===== config.mk =====
export PLATFORM = sky130hd
export DESIGN_NAME = multibyte_add_ctrl
export DESIGN_NICKNAME = d
export VERILOG_FILES = /design/src/rtl/multibyte_add_ctrl.sv
export SDC_FILE = /design/constraint.sdc
export NUM_CORES = 1
export LEC_CHECK = 0
export ABC_AREA = 1
export BUFFER_PORTS_ARGS = -buffer_cell sky130_fd_sc_hd__buf_2
export CAP_MARGIN = 20
export CORE_MARGIN = 4
export CORE_UTILIZATION = 40
export CTS_CLUSTER_DIAMETER = 150
export DETAILED_ROUTE_END_ITERATION = 8
export PLACE_DENSITY_LB_ADDON = 0.08
export SYNTH_ARGS = -nofsm -noshare
export SYNTH_HDL_FRONTEND = slang
export SYNTH_HIERARCHICAL = 1
export SYNTH_SLANG_ARGS = --single-unit

===== constraint.sdc =====
create_clock -name clk -period 5.48 [get_ports clk]
set_clock_uncertainty 0.15 [all_clocks]
set_input_delay 0.548 -clock clk [delete_from_list [all_inputs] [get_ports clk]]
set_output_delay 0.548 -clock clk [all_outputs]
set_load 0.1 [all_outputs]

===== src/rtl/multibyte_add_ctrl.sv =====
`default_nettype none
// ============================================================================
// Module   : multibyte_add_ctrl (with helper parallel_add)
// Purpose  : NBYTES-wide add/subtract built from one shared 8-bit
//            ripple-carry adder. Works one byte per clock, LSB first.
//            Provides a start/busy/done handshake.
// Options  : ADDCTL_OVF_EN - when defined, ovf reports signed overflow.
//            When undefined, ovf is tied to 0.
// Revision : 1.0 - initial release
// ============================================================================

// 8-bit ripple-carry adder shared by the sequencer
module parallel_add (
  input  logic [7:0] a,
  input  logic [7:0] b,
  input  logic       cin,
  output logic [7:0] s,
  output logic       cyout
);
  logic [8:0] w_c;

  assign w_c[0] = cin;

  generate
    for (genvar gi = 0; gi < 8; gi++) begin : g_bit
      assign s[gi]     = a[gi] ^ b[gi] ^ w_c[gi];
      assign w_c[gi+1] = (a[gi] & b[gi]) | (w_c[gi] & (a[gi] ^ b[gi]));
    end
  endgenerate

  assign cyout = w_c[8];
endmodule

module multibyte_add_ctrl #(
  parameter int NBYTES = 4
) (
  input  logic                clk,
  input  logic                rst,
  input  logic                start,
  input  logic                sub,
  input  logic [8*NBYTES-1:0] op_a,
  input  logic [8*NBYTES-1:0] op_b,
  output logic                busy,
  output logic                done,
  output logic [8*NBYTES-1:0] result,
  output logic                cout,
  output logic                ovf
);
  localparam int c_W     = 8 * NBYTES;
  localparam int c_IDX_W = $clog2(NBYTES);
  localparam logic [c_IDX_W-1:0] c_LAST = c_IDX_W'(NBYTES - 1);

  typedef enum logic [0:0] {
    ST_IDLE = 1'b0,
    ST_RUN  = 1'b1
  } state_t;

  state_t               r_state;
  state_t               w_state_nxt;
  logic                 w_accept;
  logic                 w_done_nxt;
  logic                 w_busy;
  logic                 w_last;

  logic [c_W-1:0]       r_a;
  logic [c_W-1:0]       r_b;
  logic                 r_sub;
  logic                 r_c;
  logic [c_IDX_W-1:0]   r_idx;
  logic [c_W-1:0]       r_result;
  logic                 r_cout;
  logic                 r_done;

  logic [c_IDX_W+2:0]   w_base;
  logic [7:0]           w_a;
  logic [7:0]           w_b;
  logic [7:0]           w_s;
  logic                 w_cy;

  // Byte lane selection; b is inverted for subtraction (two's complement
  // completed by c_r starting at 1).
  assign w_base = {r_idx, 3'b000};
  assign w_a    = r_a[w_base +: 8];
  assign w_b    = r_b[w_base +: 8] ^ {8{r_sub}};
  assign w_last = (r_idx == c_LAST);

  parallel_add u_add (
    .a     (w_a),
    .b     (w_b),
    .cin   (r_c),
    .s     (w_s),
    .cyout (w_cy)
  );

  // State register
  always_ff @(posedge clk or posedge rst) begin
    if (rst) r_state <= ST_IDLE;
    else     r_state <= w_state_nxt;
  end

  // Next-state and handshake decode
  always_comb begin
    w_state_nxt = r_state;
    w_accept    = 1'b0;
    w_done_nxt  = 1'b0;
    w_busy      = 1'b0;
    case (r_state)
      ST_IDLE: begin
        if (start) begin
          w_accept    = 1'b1;
          w_state_nxt = ST_RUN;
        end
      end
      ST_RUN: begin
        w_busy = 1'b1;
        if (w_last) begin
          w_done_nxt  = 1'b1;
          w_state_nxt = ST_IDLE;
        end
      end
      default: w_state_nxt = ST_IDLE;
    endcase
  end

  // Operand latch, carry chain, byte-wise result write and done pulse.
  // idx returns to 0 after the last byte so the lane mux never
  // points past the operand in IDLE.
  always_ff @(posedge clk or posedge rst) begin
    if (rst) begin
      r_a      <= '0;
      r_b      <= '0;
      r_sub    <= 1'b0;
      r_c      <= 1'b0;
      r_idx    <= '0;
      r_result <= '0;
      r_cout   <= 1'b0;
      r_done   <= 1'b0;
    end else begin
      r_done <= w_done_nxt;
      if (w_accept) begin
        r_a    <= op_a;
        r_b    <= op_b;
        r_sub  <= sub;
        r_c    <= sub;
        r_idx  <= '0;
        r_cout <= 1'b0;
      end else if (r_state == ST_RUN) begin
        r_result[w_base +: 8] <= w_s;
        r_c                   <= w_cy;
        if (w_last) begin
          r_idx  <= '0;
          r_cout <= w_cy;
        end else begin
          r_idx  <= r_idx + 1'b1;
        end
      end
    end
  end

`ifdef ADDCTL_OVF_EN
  logic r_ovf;
  logic w_cmsb;

  // Carry into the MSB, recovered from the sum bit
  assign w_cmsb = w_a[7] ^ w_b[7] ^ w_s[7];

  // Signed overflow captured on the final byte pass
  always_ff @(posedge clk or posedge rst) begin
    if (rst)                               r_ovf <= 1'b0;
    else if (w_accept)                     r_ovf <= 1'b0;
    else if ((r_state == ST_RUN) && w_last) r_ovf <= w_cmsb ^ w_cy;
  end

  assign ovf = r_ovf;
`else
  assign ovf = 1'b0;
`endif

  assign busy   = w_busy;
  assign done   = r_done;
  assign result = r_result;
  assign cout   = r_cout;
endmodule
`default_nettype wire


======== Yosys cells after proc, flatten, opt, wreduce, memory -nomap -nowiden ========
Index checks and enable logic that the tools add are counted.
storage, ports and cells
  bits in registers ....................... 103
  bits of input ports ..................... 68
  output and inout bits ................... 36
  logic and storage cells ................. 79
cells by class
  add/sub/neg operators ................... 2
  eq/ne operators ......................... 1
  shift operators ......................... 4
  muxes and demuxes ....................... 16
  bitwise logic cells ..................... 43
  reduce and logical (&&, ||, !) cells .... 4
operators with widths
  kind                                                                    number
  32-bit by 6-bit variable part select with 8-bit output                  2
  32-bit bitwise mux                                                      1
  8-bit by 7-bit variable shift with 32-bit output, first input constant  1
  8-bit by 7-bit variable part select with 32-bit output                  1
  1-bit bitwise AND                                                       16
  1-bit XOR                                                               16
  1-bit two-way mux                                                       11
  1-bit bitwise OR                                                        8
  8-bit XOR                                                               1
  5-bit negator with 7-bit output                                         1
  2-bit two-way mux                                                       3
  2-bit AND reduction                                                     2
  2-bit nonzero test                                                      2
  2-bit by 1-bit adder with 2-bit output, second input constant           1
  2-bit equality test, second input constant                              1
  1-bit NOT                                                               2
  1-bit one-hot mux with 2 select lines                                   1

======== Logic depth before layout (Yosys ltp) ========
Gate-level depths: netlist of run 1.
  depth after elaboration ................. 22
  gate-level depth with buffers ........... 24
  depth with buffers taken out ............ 22

======== Hierarchy ========
Netlist of run 1, hierarchy kept.
by module, submodules not included
  module              instances  cells each  area an instance (um^2)  seq. area each (um^2)
  multibyte_add_ctrl  1          589         4709.5                   2577.5
  parallel_add        1          18          197.7                    0.0

======== Worst setup path after synthesis of run 1 ========
OpenSTA, ideal clock, no wires.
  path type ............................... reg2reg
  start ................................... register r_idx[0]
  end ..................................... register r_result[15] (netlist: result[15])
  library setup time ...................... 84 ps
  data arrival time ....................... 4405 ps
  required time ........................... 5246 ps
  setup slack ............................. 841 ps
  cell stages (with the launch flop) ...... 25
  buffers on the path ..................... 2
  clock period less this slack ............ 4639 ps
  cells stage by stage .................... dfrtp_1 -> buf_4 -> inv_4 -> buf_4 -> nand2_1 -> nand3_1 -> nand2_1 -> nand2_1 -> nand2_1 -> fa_1 -> inv_1 -> fa_1 -> inv_1 -> fa_1 -> fa_1 -> fa_1 -> fa_1 -> fa_1 -> inv_1 -> fa_1 -> inv_1 -> inv_1 -> nor2_1 -> nand2_1 -> o21ai_0
on the way
  word-level cells in the longest chain between the ends .. 20
  elaborated cells on any way between the ends .. 44
  those cells by class .................... add/sub: 1; shift: 4; mux: 1; bitwise: 38
ends and longest elaborated chain
  element                                                   RTL line  text
  from (decl)                                               69        logic [c_IDX_W-1:0] r_idx;
  from (signal assigned)                                    154       r_idx <= r_idx + 1'b1;
  32-bit by 6-bit variable part select with 8-bit output *  84        assign w_b = r_b[w_base +: 8] ^ {8{r_sub}};
  8-bit XOR *                                               84
  net w_b[0]                                                76        logic [7:0] w_b;
  1-bit XOR                                                 27        assign w_c[gi+1] = (a[gi] & b[gi]) | (w_c[gi] & (a[gi] ^ b[gi]));
  1-bit bitwise AND                                         27
  1-bit bitwise OR *                                        27
  1-bit bitwise AND *                                       27
  1-bit bitwise OR *                                        27
  [... 6 more ...]                                          --
  1-bit bitwise AND *                                       27
  1-bit bitwise OR *                                        27
  1-bit bitwise AND *                                       27
  1-bit bitwise OR *                                        27
  1-bit XOR *                                               26        assign s[gi] = a[gi] ^ b[gi] ^ w_c[gi];
  net w_s[7]                                                77        logic [7:0] w_s;
  8-bit by 7-bit variable part select with 32-bit output *  148       r_result[w_base +: 8] <= w_s;
  32-bit bitwise mux *                                      148
  to (signal, indexed assignment)                           148
  to (decl)                                                 70        logic [c_W-1:0] r_result;
Mark *: on every way through the listed nets, which the timed path passes. The rest lies on a longest branch.
A chain may end at the register's enable or synchronous reset.

======== Worst setup path in the final report of run 1 ========
  start ................................... register r_idx[0]
  end ..................................... register r_result[31] (netlist: result[31])
The elaborated chain is that of the path after synthesis.

==> run summary, run 1 <==
outcome - complete, no violations
RR Endpoint - result[31]$_DFFE_PP0P_
Tmin final - 4.83 ns
Initial Util - 0.409
area occupied by multi-input gates - 0.00200 mm²
worst-path cell chain - buf_4 -> nand2_1 -> nand3_1 -> nand2_1 -> nand2_1 -> nand2_1 -> fa_1 -> inv_1 -> fa_1 -> inv_1 -> fa_1 -> fa_1 -> fa_1 -> fa_1 -> fa_1 -> inv_1 -> fa_1 -> inv_1 -> inv_1 -> nor2_1 -> nand2_1 -> o21ai_0
Slew headroom - 0.454
antenna-violating nets left - 0
Setup Fix Bufs, Post-CTS - 0
total clock sinks - 103
CTS max path bufs - 2
placed inst area - 0.00545 mm²
Reg2Reg Setup Slack - 0.65 ns
Setup CP Type - flip-flop to flip-flop
met3 Usage GRT - 0.0373
Reg area - 0.00258 mm²
# setup viols final - 0
H-Tree Depth - 3
Starting DRT DRC Count - 244
die area - 0.0141 mm²
Synth Area per Inst - 8.08 µm²
ant diodes - 0
worst path buffer plus inverter count - 6
cell taking the most area after synthesis - dfrtp_1
GRT Util Overall - 0.183
Root Buffer - clkbuf_16
Slowest Stage Delay on Critical Path - 0.42 ns
Ys Warns - 6
startpoint types - flip-flop
Worst path most repeated cell - fa_1
CTS tree - built
port bufs - 102
Rows - 40
initial antenna violation count - 0
core area - 0.0120 mm²
top cells by count, synth - nand2_1, dfrtp_1, o21ai_0, nand3_1, nor2_1
worst reg2reg startpoint - r_idx[0]$_DFFE_PP0P_
Tcrit/Tclk final - 0.882
met1 Usage GRT - 0.262
Area Overhead vs Synth - 16.0%
Final Net Count - 780
most frequent cell after synthesis - nand2_1
Hold Vio Cnt, Final - 0
worst-path fanout max - 16
Post-DP HPWL - 8900 µm
die height - 119 µm
Cells after Synth - 607
vias in the first global route - 4257
RSZ-0062 raised after global routing - false
Die W - 119 µm
sequential-to-total area share from yosys stat - 0.525
top cell type's share of synthesized area - 0.525
met2 Usage GRT - 0.271
most used routing layer - met2
asr flop ratio synth - 1.00
Hold Buf Count CTS - 0
slowest cell on the critical path - dfrtp_1
final setup TNS - 0 ns
wire length per cell - 14.4 µm
drt first pass iters - 4
drt drc - 0
RD Place Congestion - 0.881
Num CTS Buffers - 9
mapped cell area - 0.00491 mm²
share of layout cells above drive strength 1 - 0.187
required time of the critical path - 5.59 ns
first-pass GRT wire length - 20800 µm
R2R depth - 22
count of different cell masters after synthesis - 23
Post-synth EDFFs - 0
Synth Net Count - 689
Finished Cell Area - 0.00569 mm²
clk_lat worst skew - 0.35 ns
total of max-cap violations - 0
detailed-route via count - 4127
Worst Path Arrival - 4.94 ns
io pins - 104
largest cells by area after synthesis - dfrtp_1, nand2_1, o21ai_0
Routed WL - 12200 µm
GR Overflow Total - 0
cell family with most CP delay - adder cells
Setup crit end kind - flip-flop
Tightest Pin Transition - 0.819 ns
ys flop type - dfrtp_1
Resized cells post-CTS - 0
flops & latches, synth - 103
largest net degree at the start of global routing - 67
Hold/Removal Path Class - input pin to async pin
fillers - 1259
count of pins over their slew limit - 0
maximum clock frequency - 207 MHz
clk slew on worst S/H paths - 0.07 ns
routed vias/inst - 4.87
[state kept, by name (all words and copies together) (netlist names)]
signal,count
result,32
r_b,32
done,1
r_c,1
r_a,32
r_state,1
r_idx,2
r_sub,1
cout,1
[layout by cell type (no fill, tap or decap), drive strengths merged, types with 6 or more instances in the layout]
cell type  count
nand3         36
o22ai          8
buf          109
nor2          26
ha             6
dfrtp        103
nand2        311
inv           29
clkbuf        12
fa             8
o21ai         43
[metrics by stage]
step | cells | worst slack, ns | hold slack (ns) | util
6_report | 848 | 0.648 | 0.0748 | 0.474
3_5_place_dp | 834 | 0.669 | 0.317 | 0.453
5_1_grt | 848 | 0.287 | 0.114 | 0.474
4_1_cts | 848 | 0.652 | 0.0855 | 0.474
2_1_floorplan | 607 | 0.841 | 0.294 | -
3_3_place_gp | 834 | 0.764 | 0.314 | 0.453
[worst max-delay path by stage]
stage               slack [ns]                 start  depth (start not counted)                      to
floorplan                 0.84  r_idx[0]$_DFFE_PP0P_                         24  result[15]$_DFFE_PP0P_
global placement          0.76  r_idx[0]$_DFFE_PP0P_                         19  result[31]$_DFFE_PP0P_
detailed placement        0.67  r_idx[0]$_DFFE_PP0P_                         22  result[31]$_DFFE_PP0P_
CTS                       0.65  r_idx[0]$_DFFE_PP0P_                         22  result[31]$_DFFE_PP0P_
global route              0.29  r_idx[0]$_DFFE_PP0P_                         22  result[31]$_DFFE_PP0P_
finish                    0.65  r_idx[0]$_DFFE_PP0P_                         22  result[31]$_DFFE_PP0P_
[cell families (layout without fill, tap and decap cells)]
kind of cell	after synthesis	after routing	synth area share
other	1	1	0.000764
adder cells (fa/ha/maj)	14	14	0.0479
buffers and inverters	59	153	0.0663
flip-flops	103	103	0.525
AO/OA/AOI/OAI	53	53	0.0566
AND/OR/NAND/NOR	377	377	0.303
[layer usage]
layer  share of wire  wire length (µm)
met4           0.023               279
met3           0.051               623
met5               0                 0
met1            0.49              6000
met2            0.44              5320
[cell type report]
cell class,count,area share
repair buffers,109,0.0989
flip-flops and latches,103,0.453
inverters,30,0.0207
clock inverters,2,0.00176
well taps,147,0.0323
multi-input cells,445,0.352
clock buffers,12,0.0415
Power of run 1 is left out: the tool's default activity adds up to more than one toggle a clock period on the data nets, which glitch-free logic cannot reach.
==> inputs of run 2 (changes only) <==
--- a/config.mk
+++ b/config.mk
@@ -8,6 +8,7 @@
 export ABC_AREA = 1
 export BUFFER_PORTS_ARGS = -buffer_cell sky130_fd_sc_hd__buf_2
 export CAP_MARGIN = 20
+export CORE_ASPECT_RATIO = 0.6
 export CORE_MARGIN = 4
 export CORE_UTILIZATION = 40
 export CTS_CLUSTER_DIAMETER = 150
==> run 2 against run 1 <==
  * Flip-flop and latch count is the same
  * Via count grew 1.3%
  * First-iteration DRC count shrank 19%
  * Core utilization grew 0.62 points
  * Clock-buffer cell count is the same
  * Critical path type unchanged
==> run summary, run 2 (same netlist as run 1, synthesis figures left out) <==
Setup Fix Bufs, Post-CTS - 0
initial antenna violation count - 0
Final Util - 0.480
die height - 93.8 µm
Starting DRT DRC Count - 198
Area Overhead vs Synth - 17.6%
RSZ-0062 raised after global routing - false
Tmin final - 4.94 ns
Post-DP HPWL - 9240 µm
Slew headroom - 0.349
maximum clock frequency - 202 MHz
RD Place Congestion - 0.885
wire length per cell - 14.5 µm
Num CTS Buffers - 9
Final Worst Setup Slack - 0.536 ns
detailed-route via count - 4181
Hold/Removal Path Class - input pin to async pin
outcome - complete, no violations
Worst Path Arrival - 5.05 ns
clk_lat worst skew - 0.35 ns
commonest cells after routing, fill and taps aside - nand2_1, dfrtp_1, buf_2
drt drc - 0
count of pins over their slew limit - 0
Final Net Count - 781
H-Tree Depth - 3
Die W - 151 µm
port bufs - 102
startpoint types - flip-flop
total of max-cap violations - 0
worst-path fanout max - 22
Hold Vio Cnt, Final - 0
clk slew on worst S/H paths - 0.07 ns
routed vias/inst - 4.81
largest net degree at the start of global routing - 78
antenna-violating nets left - 0
Setup CP Type - flip-flop to flip-flop
Hold Buf Count CTS - 0
share of layout cells above drive strength 1 - 0.192
fillers - 1232
vias in the first global route - 4043
io pins - 104
final setup TNS - 0 ns
die area - 0.0142 mm²
Place WS - 0.557 ns
Root Buffer - clkbuf_16
required time of the critical path - 5.58 ns
drt first pass iters - 4
Routed WL - 12600 µm
CTS tree - built
first-pass GRT wire length - 20500 µm
Resized cells post-CTS - 0
Initial Util - 0.408
CTS max path bufs - 2
core area - 0.0120 mm²
total clock sinks - 103
# setup viols final - 0
ant diodes - 0
Setup crit end kind - flip-flop
GR Overflow Total - 0
Tightest Pin Transition - 0.976 ns
Rows - 31
Hold WS - 0.0101 ns
commonest non-fill, non-tap cell in the layout - nand2_1
Tcrit/Tclk final - 0.902
GRT Util Overall - 0.186
-- run 2: cell types whose count changed in the layout (fill, tap and decap cells not counted) --
cell,change
buf_16,+1
clkinv_2,-1
clkinv_4,+1
clkbuf_1,-1
clkbuf_8,+1
inv_6,+1
clkinvlp_4,+1
-- run 2: through the flow --
stage	cell area (µm²)	cells
final	5770	869
after global routing	5770	869
after CTS	5750	868
after detailed placement	5470	852
after global placement	5470	852
after floorplan	4910	607
-- run 2: path summary, 6_finish.rpt --
kind	startpoint	endpoint	slack [ns]	cells after the start
min in group clk	op_b[20]	r_b[20]$_DFFE_PP0P_	0.24	3
worst min register to register	r_a[16]$_DFFE_PP0P_	r_a[16]$_DFFE_PP0P_	0.33	2
worst max-delay path	r_idx[0]$_DFFE_PP0P_	result[15]$_DFFE_PP0P_	0.54	22
max in group asynchronous	rst	r_a[30]$_DFFE_PP0P_	4.19	4
worst max register to register	r_idx[0]$_DFFE_PP0P_	result[15]$_DFFE_PP0P_	0.54	22
worst min-delay path	rst	r_b[3]$_DFFE_PP0P_	0.01	2
-- run 2: layer usage --
metal  wire length [µm]  vias up  track usage
li1                   -     2081            -
met1               6650     1972        0.298
met2               5060      117        0.249
met3                746       11       0.0444
met4                137        0       0.0437
met5                  0        -            0
-- run 2: area by class of cell --
cell class	instances	area (µm²)	share of cell area
inverters	30	118	0.0204
flip-flops and latches	103	2580	0.446
multi-input cells	445	2000	0.347
clock buffers	12	246	0.0427
well taps	165	206	0.0358
clock inverters	4	30.0	0.00520
repair buffers	110	591	0.102
-- run 2: worst max-delay path, cell delays in order, from the launching register on --
cell and delay [ns]:
dfrtp_1 0.42, buf_4 0.29, nand2_1 0.08, nand3_1 0.11
nand2_1 0.06, nand2_1 0.05, nand2_1 0.07, fa_1 0.39
inv_1 0.08, fa_1 0.17, inv_1 0.06, fa_1 0.38
fa_1 0.39, fa_1 0.39, fa_1 0.41, fa_1 0.37
inv_1 0.07, fa_1 0.40, inv_1 0.09, inv_1 0.04
nor2_1 0.11, nand2_1 0.08, o21ai_0 0.19
Power of run 2 is left out for the same reason.
==> inputs of run 3 (changes only) <==
--- a/config.mk
+++ b/config.mk
@@ -6,7 +6,7 @@
 export NUM_CORES = 1
 export LEC_CHECK = 0
 export ABC_AREA = 1
-export BUFFER_PORTS_ARGS = -buffer_cell sky130_fd_sc_hd__buf_2
+export BUFFER_PORTS_ARGS = -buffer_cell sky130_fd_sc_hd__clkbuf_2
 export CAP_MARGIN = 20
 export CORE_ASPECT_RATIO = 0.6
 export CORE_MARGIN = 4
==> constraint.sdc (replaced) <==
create_clock -name clk -period 6.31 [get_ports clk]
set_clock_uncertainty 0.15 [all_clocks]
set_input_delay 0.631 -clock clk [delete_from_list [all_inputs] [get_ports clk]]
set_output_delay 0.631 -clock clk [all_outputs]
set_load 0.1 [all_outputs]
==> run 3 against run 2 <==
  * Final cell count fell by 0.46%
  * Sequential share of layout area grew 0.27 points
  * Global-route usage down 0.36 points
  * Critical path depth unchanged
  * Register-to-register slack improved by 0.71 ns
  * Clock-buffer cell count is 1 lower
  * Flip-flop and latch count is the same
  * Hold slack better by 0.18 ns
  * Non-clock buffer count decreased by 4
  * Maximum frequency is 2.3% lower
  * Via count is 1.4% lower
  * Cell area is 0.61% lower
  * Critical path type unchanged
==> run summary, run 3 (same netlist as run 1, synthesis figures left out) <==
outcome - complete, no violations
Rows - 31
io pins - 104
worst setup path end - result[15]$_DFFE_PP0P_
Tmin final - 5.06 ns
Setup Fix Bufs, Post-CTS - 0
die height - 93.8 µm
Reg2Reg Setup Slack - 1.25 ns
crit path from - r_idx[0]$_DFFE_PP0P_
first-pass GRT wire length - 20300 µm
Final Util - 0.477
Worst path most repeated cell - fa_1
fillers - 1229
RR Endpoint - result[15]$_DFFE_PP0P_
Final Net Count - 777
clk_lat worst skew - 0.35 ns
port bufs - 102
GR Overflow Total - 0
antenna-violating nets left - 0
startpoint types - flip-flop
routed vias/inst - 4.77
Root Buffer - clkbuf_16
die area - 0.0142 mm²
RSZ-0062 raised after global routing - false
final setup TNS - 0 ns
Slowest Stage Delay on Critical Path - 0.42 ns
drt first pass iters - 4
Hold/Removal Path Class - input pin to async pin
Post-DP HPWL - 9040 µm
drt drc - 0
Setup crit end kind - flip-flop
CTS max path bufs - 2
core area - 0.0120 mm²
worst-path cell chain - buf_4 -> nand2_1 -> nand3_1 -> nand2_1 -> nand2_1 -> nand2_1 -> fa_1 -> inv_1 -> fa_1 -> inv_1 -> fa_1 -> fa_1 -> fa_1 -> fa_1 -> fa_1 -> inv_1 -> fa_1 -> inv_1 -> inv_1 -> nor2_1 -> nand2_1 -> o21ai_0
Area Overhead vs Synth - 16.9%
wire length per cell - 14.4 µm
Tightest Pin Transition - 1.01 ns
vias in the first global route - 3975
Routed WL - 12500 µm
share of layout cells above drive strength 1 - 0.187
Initial Util - 0.408
Hold Buf Count CTS - 0
commonest cells after routing, fill and taps aside - nand2_1, dfrtp_1, clkbuf_2
Worst Path Arrival - 5.17 ns
count of pins over their slew limit - 0
worst reg2reg startpoint - r_idx[0]$_DFFE_PP0P_
RD Place Congestion - 0.893
Num CTS Buffers - 9
H-Tree Depth - 3
GRT Util Overall - 0.182
CTS tree - built
detailed-route via count - 4122
commonest non-fill, non-tap cell in the layout - nand2_1
Slew headroom - 0.328
worst-path fanout max - 44
total clock sinks - 103
Hold Vio Cnt, Final - 0
R2R depth - 22
initial antenna violation count - 0
Final Non-Filler Cells - 865
Resized cells post-CTS - 0
largest net degree at the start of global routing - 67
clk slew on worst S/H paths - 0.07 ns
total of max-cap violations - 0
Starting DRT DRC Count - 221
Die W - 151 µm
slowest cell on the critical path - buf_4
Tcrit/Tclk final - 0.802
required time of the critical path - 6.42 ns
ant diodes - 0
Setup CP Type - flip-flop to flip-flop
dpl cells - 849
# setup viols final - 0
maximum clock frequency - 198 MHz
==> run 3: worst min path at each step <==
stage,startpoint,end,slack [ns]
after floorplan,r_a[16]$_DFFE_PP0P_,r_a[16]$_DFFE_PP0P_,0.29
after global placement,r_a[16]$_DFFE_PP0P_,r_a[16]$_DFFE_PP0P_,0.31
after detailed placement,r_a[8]$_DFFE_PP0P_,r_a[8]$_DFFE_PP0P_,0.31
after CTS,rst,r_b[3]$_DFFE_PP0P_,0.22
after global routing,rst,r_b[3]$_DFFE_PP0P_,0.24
final,rst,r_b[3]$_DFFE_PP0P_,0.19
==> run 3: stage by stage <==
stage / setup slack [ns] / area (µm²) / hold WS (ns)
after global placement: 1.35 / 5450 / 0.308
after floorplan: 1.67 / 4910 / 0.294
after CTS: 1.24 / 5740 / 0.217
final: 1.25 / 5740 / 0.195
after global routing: 0.997 / 5740 / 0.237
after detailed placement: 1.29 / 5450 / 0.312
==> run 3: layout make-up <==
class	count	area, µm²	area share
Sequential cell	103	2580	0.449
Multi-Input combinational cell	445	2000	0.349
Timing Repair Buffer	106	541	0.0942
Clock buffer	11	233	0.0406
Tap cell	165	206	0.0360
Inverter	30	118	0.0205
Clock inverter	5	58.8	0.0102
==> run 3: layer usage <==
metal | global-route usage | wire, µm | vias up
met5 | 0 | 0 | -
met4 | 0.0422 | 96 | 0
met3 | 0.0434 | 799 | 7
met2 | 0.253 | 5010 | 127
met1 | 0.285 | 6560 | 1925
li1 | - | - | 2063
==> run 3: worst max-delay path: cells and delay by family (launching register included) <==
family                   cells  cell delay, ns
AND/OR/NAND/NOR              7            0.63
adder cells (fa/ha/maj)      8            2.87
buffers and inverters        6            0.75
AO/OA/AOI/OAI                1            0.18
flip-flops                   1            0.39
Power of run 3 is left out for the same reason.
